<file path="config.mk">
export PLATFORM = sky130hd
export DESIGN_NAME = rs_age_bank
export DESIGN_NICKNAME = d
export VERILOG_FILES = /design/src/rtl/rs_age_bank.sv
export SDC_FILE = /design/constraint.sdc
export NUM_CORES = 2
export LEC_CHECK = 0
export CORE_ASPECT_RATIO = 0.9
export CORE_MARGIN = 3
export CORE_UTILIZATION = 50
export DETAILED_ROUTE_END_ITERATION = 16
export GPL_ROUTABILITY_DRIVEN = 0
export PLACE_DENSITY = 0.77
export RECOVER_POWER = 25
export SETUP_SLACK_MARGIN = 0.1
export SLEW_MARGIN = 20
export SYNTH_ARGS = -nofsm -noshare
export SYNTH_HDL_FRONTEND = slang
export SYNTH_SLANG_ARGS = --single-unit
</file>
<file path="constraint.sdc">
create_clock -name clk -period 35.6 [get_ports clk]
set_input_delay 5.34 -clock clk [delete_from_list [all_inputs] [get_ports clk]]
set_output_delay 5.34 -clock clk [all_outputs]
set_load 0.05 [all_outputs]
</file>
<file path="src/rtl/rs_age_bank.sv">
// rtl/rs_age_bank.sv - reservation-station bank with tag wakeup and oldest-first multi-lane issue
//
// Purpose: holds up to RS_DEPTH instructions between dispatch and the FU issue
// ports. Entries are allocated lowest-free-index first, woken by tag broadcast,
// and issued oldest-first (wrap-aware ROB age) on up to ISS_W lanes.
//
// Ports:
//   clk, rst            clock (rising edge), asynchronous active-high reset
//   flush               drop all entries at the edge, suppress issue this cycle
//   disp_*              DISP_W dispatch lanes (valid lanes contiguous from lane 0)
//   wb_valid, wb_tag    WB_W writeback tag broadcast lanes
//   iss_ready           per-lane FU accept
//   iss_valid, iss_dest_tag, iss_payload   combinational issue lanes
//   free_cnt            registered count of free entries
//   overflow            sticky, set when a dispatch lane found no free entry
//
// Optional feature: define RS_SPEC_WAKEUP_EN to also use accepted issue-lane
// destination tags as wakeup (and dispatch bypass) sources at the same edge.

module rs_age_bank #(
  parameter int RS_DEPTH = 8,
  parameter int DISP_W   = 2,
  parameter int ISS_W    = 2,
  parameter int WB_W     = 2,
  parameter int TAG_W    = 6,
  parameter int AGE_W    = 6,
  parameter int PAY_W    = 64
) (
  input  logic                          clk,
  input  logic                          rst,
  input  logic                          flush,
  input  logic [DISP_W-1:0]             disp_valid,
  input  logic [DISP_W*TAG_W-1:0]       disp_src1_tag,
  input  logic [DISP_W*TAG_W-1:0]       disp_src2_tag,
  input  logic [DISP_W*TAG_W-1:0]       disp_dest_tag,
  input  logic [DISP_W-1:0]             disp_src1_rdy,
  input  logic [DISP_W-1:0]             disp_src2_rdy,
  input  logic [DISP_W*AGE_W-1:0]       disp_age,
  input  logic [DISP_W*PAY_W-1:0]       disp_payload,
  input  logic [WB_W-1:0]               wb_valid,
  input  logic [WB_W*TAG_W-1:0]         wb_tag,
  input  logic [ISS_W-1:0]              iss_ready,
  output logic [ISS_W-1:0]              iss_valid,
  output logic [ISS_W*TAG_W-1:0]        iss_dest_tag,
  output logic [ISS_W*PAY_W-1:0]        iss_payload,
  output logic [$clog2(RS_DEPTH+1)-1:0] free_cnt,
  output logic                          overflow
);

  localparam int CNT_W = $clog2(RS_DEPTH + 1);
  localparam int IDX_W = $clog2(RS_DEPTH);

`ifdef RS_SPEC_WAKEUP_EN
  localparam int WK_N = WB_W + ISS_W;
`else
  localparam int WK_N = WB_W;
`endif

  // Entry state
  logic [RS_DEPTH-1:0] valid_q, valid_d;
  logic [RS_DEPTH-1:0] s1_rdy_q, s1_rdy_d;
  logic [RS_DEPTH-1:0] s2_rdy_q, s2_rdy_d;
  logic [TAG_W-1:0]    s1_tag_q [RS_DEPTH];
  logic [TAG_W-1:0]    s1_tag_d [RS_DEPTH];
  logic [TAG_W-1:0]    s2_tag_q [RS_DEPTH];
  logic [TAG_W-1:0]    s2_tag_d [RS_DEPTH];
  logic [TAG_W-1:0]    dest_q   [RS_DEPTH];
  logic [TAG_W-1:0]    dest_d   [RS_DEPTH];
  logic [AGE_W-1:0]    age_q    [RS_DEPTH];
  logic [AGE_W-1:0]    age_d    [RS_DEPTH];
  logic [PAY_W-1:0]    pay_q    [RS_DEPTH];
  logic [PAY_W-1:0]    pay_d    [RS_DEPTH];
  logic [CNT_W-1:0]    free_cnt_q, free_cnt_d;
  logic                overflow_q, overflow_d;

  logic [IDX_W-1:0]    sel_idx [ISS_W];
  logic [WK_N-1:0]     wk_valid;
  logic [TAG_W-1:0]    wk_tag [WK_N];

  assign free_cnt = free_cnt_q;
  assign overflow = overflow_q;

  // Wrap-aware: a is older than b when (a - b) mod 2^AGE_W has its MSB set.
  function automatic logic older(input logic [AGE_W-1:0] a, input logic [AGE_W-1:0] b);
    logic [AGE_W-1:0] diff;
    diff = a - b;
    return diff[AGE_W-1];
  endfunction

  // Oldest-first select. Each lane scans ascending index and only replaces its
  // candidate on a strictly older age, so equal ages stay with the lower index.
  always_comb begin
    logic [RS_DEPTH-1:0] elig;
    logic [RS_DEPTH-1:0] taken;
    logic                found;
    logic [IDX_W-1:0]    best;
    taken = '0;
    elig  = valid_q & s1_rdy_q & s2_rdy_q;
    for (int k = 0; k < ISS_W; k++) begin
      found = 1'b0;
      best  = '0;
      for (int i = 0; i < RS_DEPTH; i++) begin
        if (elig[i] && !taken[i] && (!found || older(age_q[i], age_q[best]))) begin
          found = 1'b1;
          best  = IDX_W'(i);
        end
      end
      if (found) taken[best] = 1'b1;
      sel_idx[k]                       = best;
      iss_valid[k]                     = found & ~flush;
      iss_dest_tag[k*TAG_W +: TAG_W]   = found ? dest_q[best] : '0;
      iss_payload[k*PAY_W +: PAY_W]    = found ? pay_q[best]  : '0;
    end
  end

  // Wakeup broadcast sources
  always_comb begin
    for (int w = 0; w < WB_W; w++) begin
      wk_valid[w] = wb_valid[w];
      wk_tag[w]   = wb_tag[w*TAG_W +: TAG_W];
    end
`ifdef RS_SPEC_WAKEUP_EN
    for (int k = 0; k < ISS_W; k++) begin
      wk_valid[WB_W+k] = iss_valid[k] & iss_ready[k];
      wk_tag[WB_W+k]   = iss_dest_tag[k*TAG_W +: TAG_W];
    end
`endif
  end

  // Next-state: wakeup, issue free, allocation, flush
  always_comb begin
    logic [RS_DEPTH-1:0] avail;
    logic                placed;
    logic                h1;
    logic                h2;
    logic [CNT_W-1:0]    n_alloc;
    logic [CNT_W-1:0]    n_iss;
    valid_d    = valid_q;
    s1_rdy_d   = s1_rdy_q;
    s2_rdy_d   = s2_rdy_q;
    s1_tag_d   = s1_tag_q;
    s2_tag_d   = s2_tag_q;
    dest_d     = dest_q;
    age_d      = age_q;
    pay_d      = pay_q;
    overflow_d = overflow_q;
    n_alloc    = '0;
    n_iss      = '0;
    placed     = 1'b0;
    h1         = 1'b0;
    h2         = 1'b0;

    for (int i = 0; i < RS_DEPTH; i++) begin
      for (int w = 0; w < WK_N; w++) begin
        if (wk_valid[w] && s1_tag_q[i] == wk_tag[w]) s1_rdy_d[i] = 1'b1;
        if (wk_valid[w] && s2_tag_q[i] == wk_tag[w]) s2_rdy_d[i] = 1'b1;
      end
    end

    for (int k = 0; k < ISS_W; k++) begin
      if (iss_valid[k] && iss_ready[k]) begin
        valid_d[sel_idx[k]] = 1'b0;
        n_iss = n_iss + CNT_W'(1);
      end
    end

    // Only entries free before this edge are allocatable; entries issued at
    // this edge become available next cycle, matching the registered free_cnt.
    avail = ~valid_q;
    for (int l = 0; l < DISP_W; l++) begin
      if (disp_valid[l] && !flush) begin
        placed = 1'b0;
        h1 = disp_src1_rdy[l];
        h2 = disp_src2_rdy[l];
        for (int w = 0; w < WK_N; w++) begin
          if (wk_valid[w] && disp_src1_tag[l*TAG_W +: TAG_W] == wk_tag[w]) h1 = 1'b1;
          if (wk_valid[w] && disp_src2_tag[l*TAG_W +: TAG_W] == wk_tag[w]) h2 = 1'b1;
        end
        for (int i = 0; i < RS_DEPTH; i++) begin
          if (avail[i] && !placed) begin
            placed      = 1'b1;
            avail[i]    = 1'b0;
            valid_d[i]  = 1'b1;
            s1_rdy_d[i] = h1;
            s2_rdy_d[i] = h2;
            s1_tag_d[i] = disp_src1_tag[l*TAG_W +: TAG_W];
            s2_tag_d[i] = disp_src2_tag[l*TAG_W +: TAG_W];
            dest_d[i]   = disp_dest_tag[l*TAG_W +: TAG_W];
            age_d[i]    = disp_age[l*AGE_W +: AGE_W];
            pay_d[i]    = disp_payload[l*PAY_W +: PAY_W];
            n_alloc     = n_alloc + CNT_W'(1);
          end
        end
        if (!placed) overflow_d = 1'b1;
      end
    end

    free_cnt_d = free_cnt_q - n_alloc + n_iss;

    if (flush) begin
      valid_d    = '0;
      free_cnt_d = CNT_W'(RS_DEPTH);
    end
  end

  always_ff @(posedge clk or posedge rst) begin
    if (rst) begin
      valid_q    <= '0;
      s1_rdy_q   <= '0;
      s2_rdy_q   <= '0;
      for (int i = 0; i < RS_DEPTH; i++) begin
        s1_tag_q[i] <= '0;
        s2_tag_q[i] <= '0;
        dest_q[i]   <= '0;
        age_q[i]    <= '0;
        pay_q[i]    <= '0;
      end
      free_cnt_q <= CNT_W'(RS_DEPTH);
      overflow_q <= 1'b0;
    end else begin
      valid_q    <= valid_d;
      s1_rdy_q   <= s1_rdy_d;
      s2_rdy_q   <= s2_rdy_d;
      s1_tag_q   <= s1_tag_d;
      s2_tag_q   <= s2_tag_d;
      dest_q     <= dest_d;
      age_q      <= age_d;
      pay_q      <= pay_d;
      free_cnt_q <= free_cnt_d;
      overflow_q <= overflow_d;
    end
  end

endmodule

</file>
Word level (Yosys, flattened, before mapping):

Cells that the tools add are included.

* reductions and logical operators: 133
* $mul: 0
* equality and inequality tests: 40
* $add $sub $neg: 31
* bitwise operators: 24
* muxes and demuxes: 353
* div/mod/pow operators: 0
* shift-type cells: 0
* $lt $le $gt $ge: 18

Operators with widths (count)
* $mux 64: 22
* $mux 512: 2
* $mux 6: 94
* $bmux 64 s3: 2
* $mux 48: 8
* $bmux 6 s3: 14
* $eq 6x6->1: 40
* $mux 1: 153
* $mux 4: 33
* $mux 8: 11
* $logic_and 1x1->1: 82
* $sub 6x6->6: 13
* $add 4x1->4 const B: 16
* $ge 4x4->1 const B: 14
* $not 3->4: 10
* $logic_not 1->1: 37
* $and 8x8->8: 4
* $mux 3: 9
* $not 8->8: 3
* $logic_or 1x1->1: 14
* $lt 3x4->1 const B: 2
* $not 1->4: 2
* $not 2->4: 2
* $demux 1 s3: 2
* other kinds (6): 10

* memory bits (read-only): 0
* input bits: 201
* memory bits (writable): 0
* word-level logic and storage cells: 644
* memories kept: 0
* register bits after elaboration: 733
* latch bits: 0

Logic depth before layout (Yosys ltp):

* word-level depth: 127
* mapped depth: 162
* mapped depth without buffers: 146

Worst setup path before layout:

Ideal clock, no wire load.

* path kind: reg-to-output
* start point: register age_q[38] in the netlist's numbering
* end point: output iss_payload[100]
* cell stages (with the launch flop): 152
* path slack: 1914 ps
* buffers on the path: 16
* arrival: 28346 ps
* cells stage by stage: dfrtp_1 > ha_1 > a21o_1 > a31oi_4 > o21ba_4 > o211a_1 > buf_4 > nor2_1 > a21oi_1 > ha_1 > a21o_1 > a21o_1 > a21oi_1 > o211ai_2 > xnor2_2 > a21o_1 > clkbuf_1 > nor2_1 > [116 not listed] > nand2_1 > buf_2 > clkbuf_1 > clkbuf_1 > o2111ai_1 > o21a_1 > ha_1 > a21oi_1 > nor2b_1 > o21ai_0 > nand2b_1 > a2111oi_0 > mux2i_1 > nand2_1 > a211oi_4 > or2_4 > buf_2 > o21ai_0

* word-level cells in the longest chain between the ends: 117
* elaborated cells on any way between the ends: 158

Ends and longest elaborated chain
* start, declared: line 69 `logic [AGE_W-1:0] age_q [RS_DEPTH];`
* start signal, assigned: line 227 `age_q <= age_d;`
* $sub 6x6->6: line 86 `diff = a - b;`
* $logic_or 1x1->1: line 103 `if (elig[i] && !taken[i] && (!found || older(age_q[i], age_q[best]))) begin`
* $logic_and 1x1->1: line 103
* $mux 1: line 103
* $not 1->4 (implied by the code): line 103
* $bmux 6 s3: line 103
* $mux 6 (implied by the code) (2 in a row): line 103
* $sub 6x6->6: line 86
* [99 not listed]
* $sub 6x6->6: line 86
* $logic_or 1x1->1: line 103
* $logic_and 1x1->1: line 103
* $mux 3: line 103
* $not 3->4 (implied by the code): line 112 `iss_payload[k*PAY_W +: PAY_W] = found ? pay_q[best] : '0;`
* $bmux 64 s3: line 112
* $mux 64 (implied by the code) (2 in a row): line 112
* $mux 64 (*): line 112
* end, declared: line 45 `output logic [ISS_W*PAY_W-1:0] iss_payload,`

Every way passes the cells marked *; elsewhere a longest branch is shown, timed or not. The select of a mux whose other input is x is not followed.

Final worst setup path:

* start point: register age_q[38] in the netlist's numbering
* end point: output iss_payload[68]

Same word-level chain as after synthesis.

==> impl_metrics.yaml <==
status:
  status: "finished, violations left"
  failed_checks: "max-capacitance violations, max-slew violations"
clock_tree:
  htreeDepth: 3
  cts_root_buf: "clkbuf_16"
  cts_tree: "done"
  clock_latency_ps: 650
  holdBufCountCts: 0
  cts.sinks: 733
  cts_buffer_depth: 3
  cts_buffers: 84
  cts.reportedPaths.clkPinSlew_ps: 60
critical_path:
  cp_num_buf_inv: 11
  crit_fanout: 13
  cp_slowest_stage_delay_ps: 530
  required_ps: 30260
  arrival_ps: 29160
  crit_slowest_cell: "or4_1"
  cp-start-kind: "flip-flop"
  path_class: "flip-flop to primary output"
  endpoint_kind: "primary output"
  path_delay_family: "compound AO/OA/AOI/OAI gates"
grt:
  grt_pass1_vias: 50109
  grt_pass1_wl_um: 311300
  grt_max_degree: 172
  antenna_found_initial: 23
  track_usage: 0.4018
  grt-ovfl-total: 0
power:
  p_per_area_nw_per_um2: 52.83
  leakage_uw: 0.02308
  peakVddDrop_uv: 39.49
sta:
  max_slew.worst_pin.slew_ps: 8885
  finalCritPeriodShare: 0.9690
  worst_slack_ps: 1103
  slew_headroom: -4.924
  setup_viol: 0
  max_freq_mhz: 28.99
  hold_slack_ps: 490.6
  finalClockSkew_ps: 15.60
  drv_slew: 515
  layout_min_cycle_time_ps: 34500
  hold_viol_final: 0
  setup_tns_ps: 0
final_layout:
  syn2layout_area_growth_pct: 13.84
  nNetsFinal: 6461
  final_util: 0.5791
  drive_gt1_frac: 0.08145
  fin_cells: 7519
placed_design:
  place_worst_setup_slack_ps: -780.9
  placedCellCount: 7309
  io_buffer_count: 347
  dp_hpwl_um: 124000
synthesis:
  synth_area_um2: 48560
  avgSynthCellArea_um2: 7.762
  async_reset_ff_frac: 1.000
  mappedNetlistNets: 6530
  synth_area_leaders: "dfrtp_1 (38%), nand2_1 (12%), mux2i_1 (5.3%), nor2_1 (4.8%), a31oi_1 (4.5%)"
  synth_cell_types: 101
  synth-main-ff-cell: "dfrtp_1"
  yosysMostFrequentCell: "nand2_1"
  ys_warn_count: 0
  synth.largest_area_cell: "dfrtp_1"
  synth_top_cells_by_count: "nand2_1 (1580), dfrtp_1 (732), nor2_1 (615)"
  ys_ff_latch: 733
  yosys.area.top_type_share: 0.3772
  synthCells: 6256
  synth_edf_count: 0
  ys_seq_area_frac: 0.3778
job:
  maxCapViolCount: 5
floorplanning:
  die_w_um: 334.5
  core_region_area_um2: 95460
  core.rowCount: 107
  ios: 348
  die-area_um2: 100900
  start_util: 0.5087
  die_y_um: 301.7
worst_hold_path:
  hp-class: "flip-flop to flip-flop"
detailed_routing:
  drt-wirelength-per-cell_um: 28.32
  drc_errors: 0
  dr_total_vias: 52849
  wl_um: 212900
  vias_per_cell: 7.029
  drt_pass1_iterations: 10
  antenna_left: 0
  drtIter0Drc: 9497
## sequential cells by signal (all words and copies together) (netlist names)
register  count
age_q        48
dest_q       48
free_cnt      4
overflow      1
pay_q       512
s1_rdy_q      8
s1_tag_q     48
s2_rdy_q      8
s2_tag_q     48
valid_q       8
## final cells by class
| class | instances | area, um^2 |
|---|---|---|
| Antenna cell | 17 | 42.54 |
| Fill cell | 8348 | 40170 |
| Multi-Input combinational cell | 4814 | 27660 |
| Sequential cell | 733 | 18340 |
| Clock inverter | 34 | 402.9 |
| Tap cell | 1253 | 1568 |
| Inverter | 45 | 170.2 |
| Clock buffer | 114 | 2419 |
| Timing Repair Buffer | 509 | 4679 |
## cells in the final DEF, fill, tap and decap left out, types with 126 or more instances in the layout
cell and instances:
a22oi_1 207, a31oi_1 344, buf_4 211, clkdlybuf4s50_1 264
dfrtp_1 732, mux2i_1 255, nand2_1 1561, nand3_1 126
nor2_1 602, o21ai_0 340, o22ai_1 303, xnor2_1 135
xor2_1 131
## power breakdown
part	internal (uW)	switching (uW)	total [uW]
Clock	534	377	911
Sequential	969	152	1120
Combinational	318	570	888
Total	1820	1100	2920
## metal layers
metal / global-route usage / part of all wire
met5: 0.007737 / 0.0014
met4: 0.2662 / 0.076
met3: 0.1461 / 0.16
met2: 0.5745 / 0.41
met1: 0.5087 / 0.35
## worst paths after layout
kind,startpoint,slack (ps),depth (start not counted),end
setup / recovery,age_q[38]$_DFF_PP0_,1100,140,iss_payload[68]
hold / removal,overflow$_DFF_PP0_,490,1,overflow$_DFF_PP0_
setup reg to reg,age_q[38]$_DFF_PP0_,6880,139,valid_q[6]$_DFF_PP0_
hold reg to reg,overflow$_DFF_PP0_,490,1,overflow$_DFF_PP0_
max in group asynchronous,rst,16090,4,pay_q[137]$_DFF_PP0_
min in group asynchronous,rst,6490,2,s2_tag_q[14]$_DFF_PP0_
## cell families (layout without fill, tap and decap cells)
family	count (synthesis)	after routing	share of synthesized area
other cells	1	18	0.00007722
compound gates	1594	1594	0.2140
mux	265	265	0.05486
flops	733	733	0.3778
fa+ha+maj	75	75	0.01953
simple gates	2605	2610	0.2207
xor+xnor	269	269	0.04883
buf+inv	714	702	0.06434
## through the flow
stage,instance area [um^2],power (uW)
global placement,51720,1925
finish,55280,2920
detailed placement,51770,1952
floorplan,48560,1672
CTS,54770,2860
global route,55260,3015
## what timing repair did
item,in CTS,in global routing
cloned,3,4
setup endpoints to repair,70,70
endpoints found under the hold margin,0,0
buffers inserted,6,30
pin swaps,4,19
resized for setup,22,45
No activity file was read; power rests on OpenSTA's default activity.
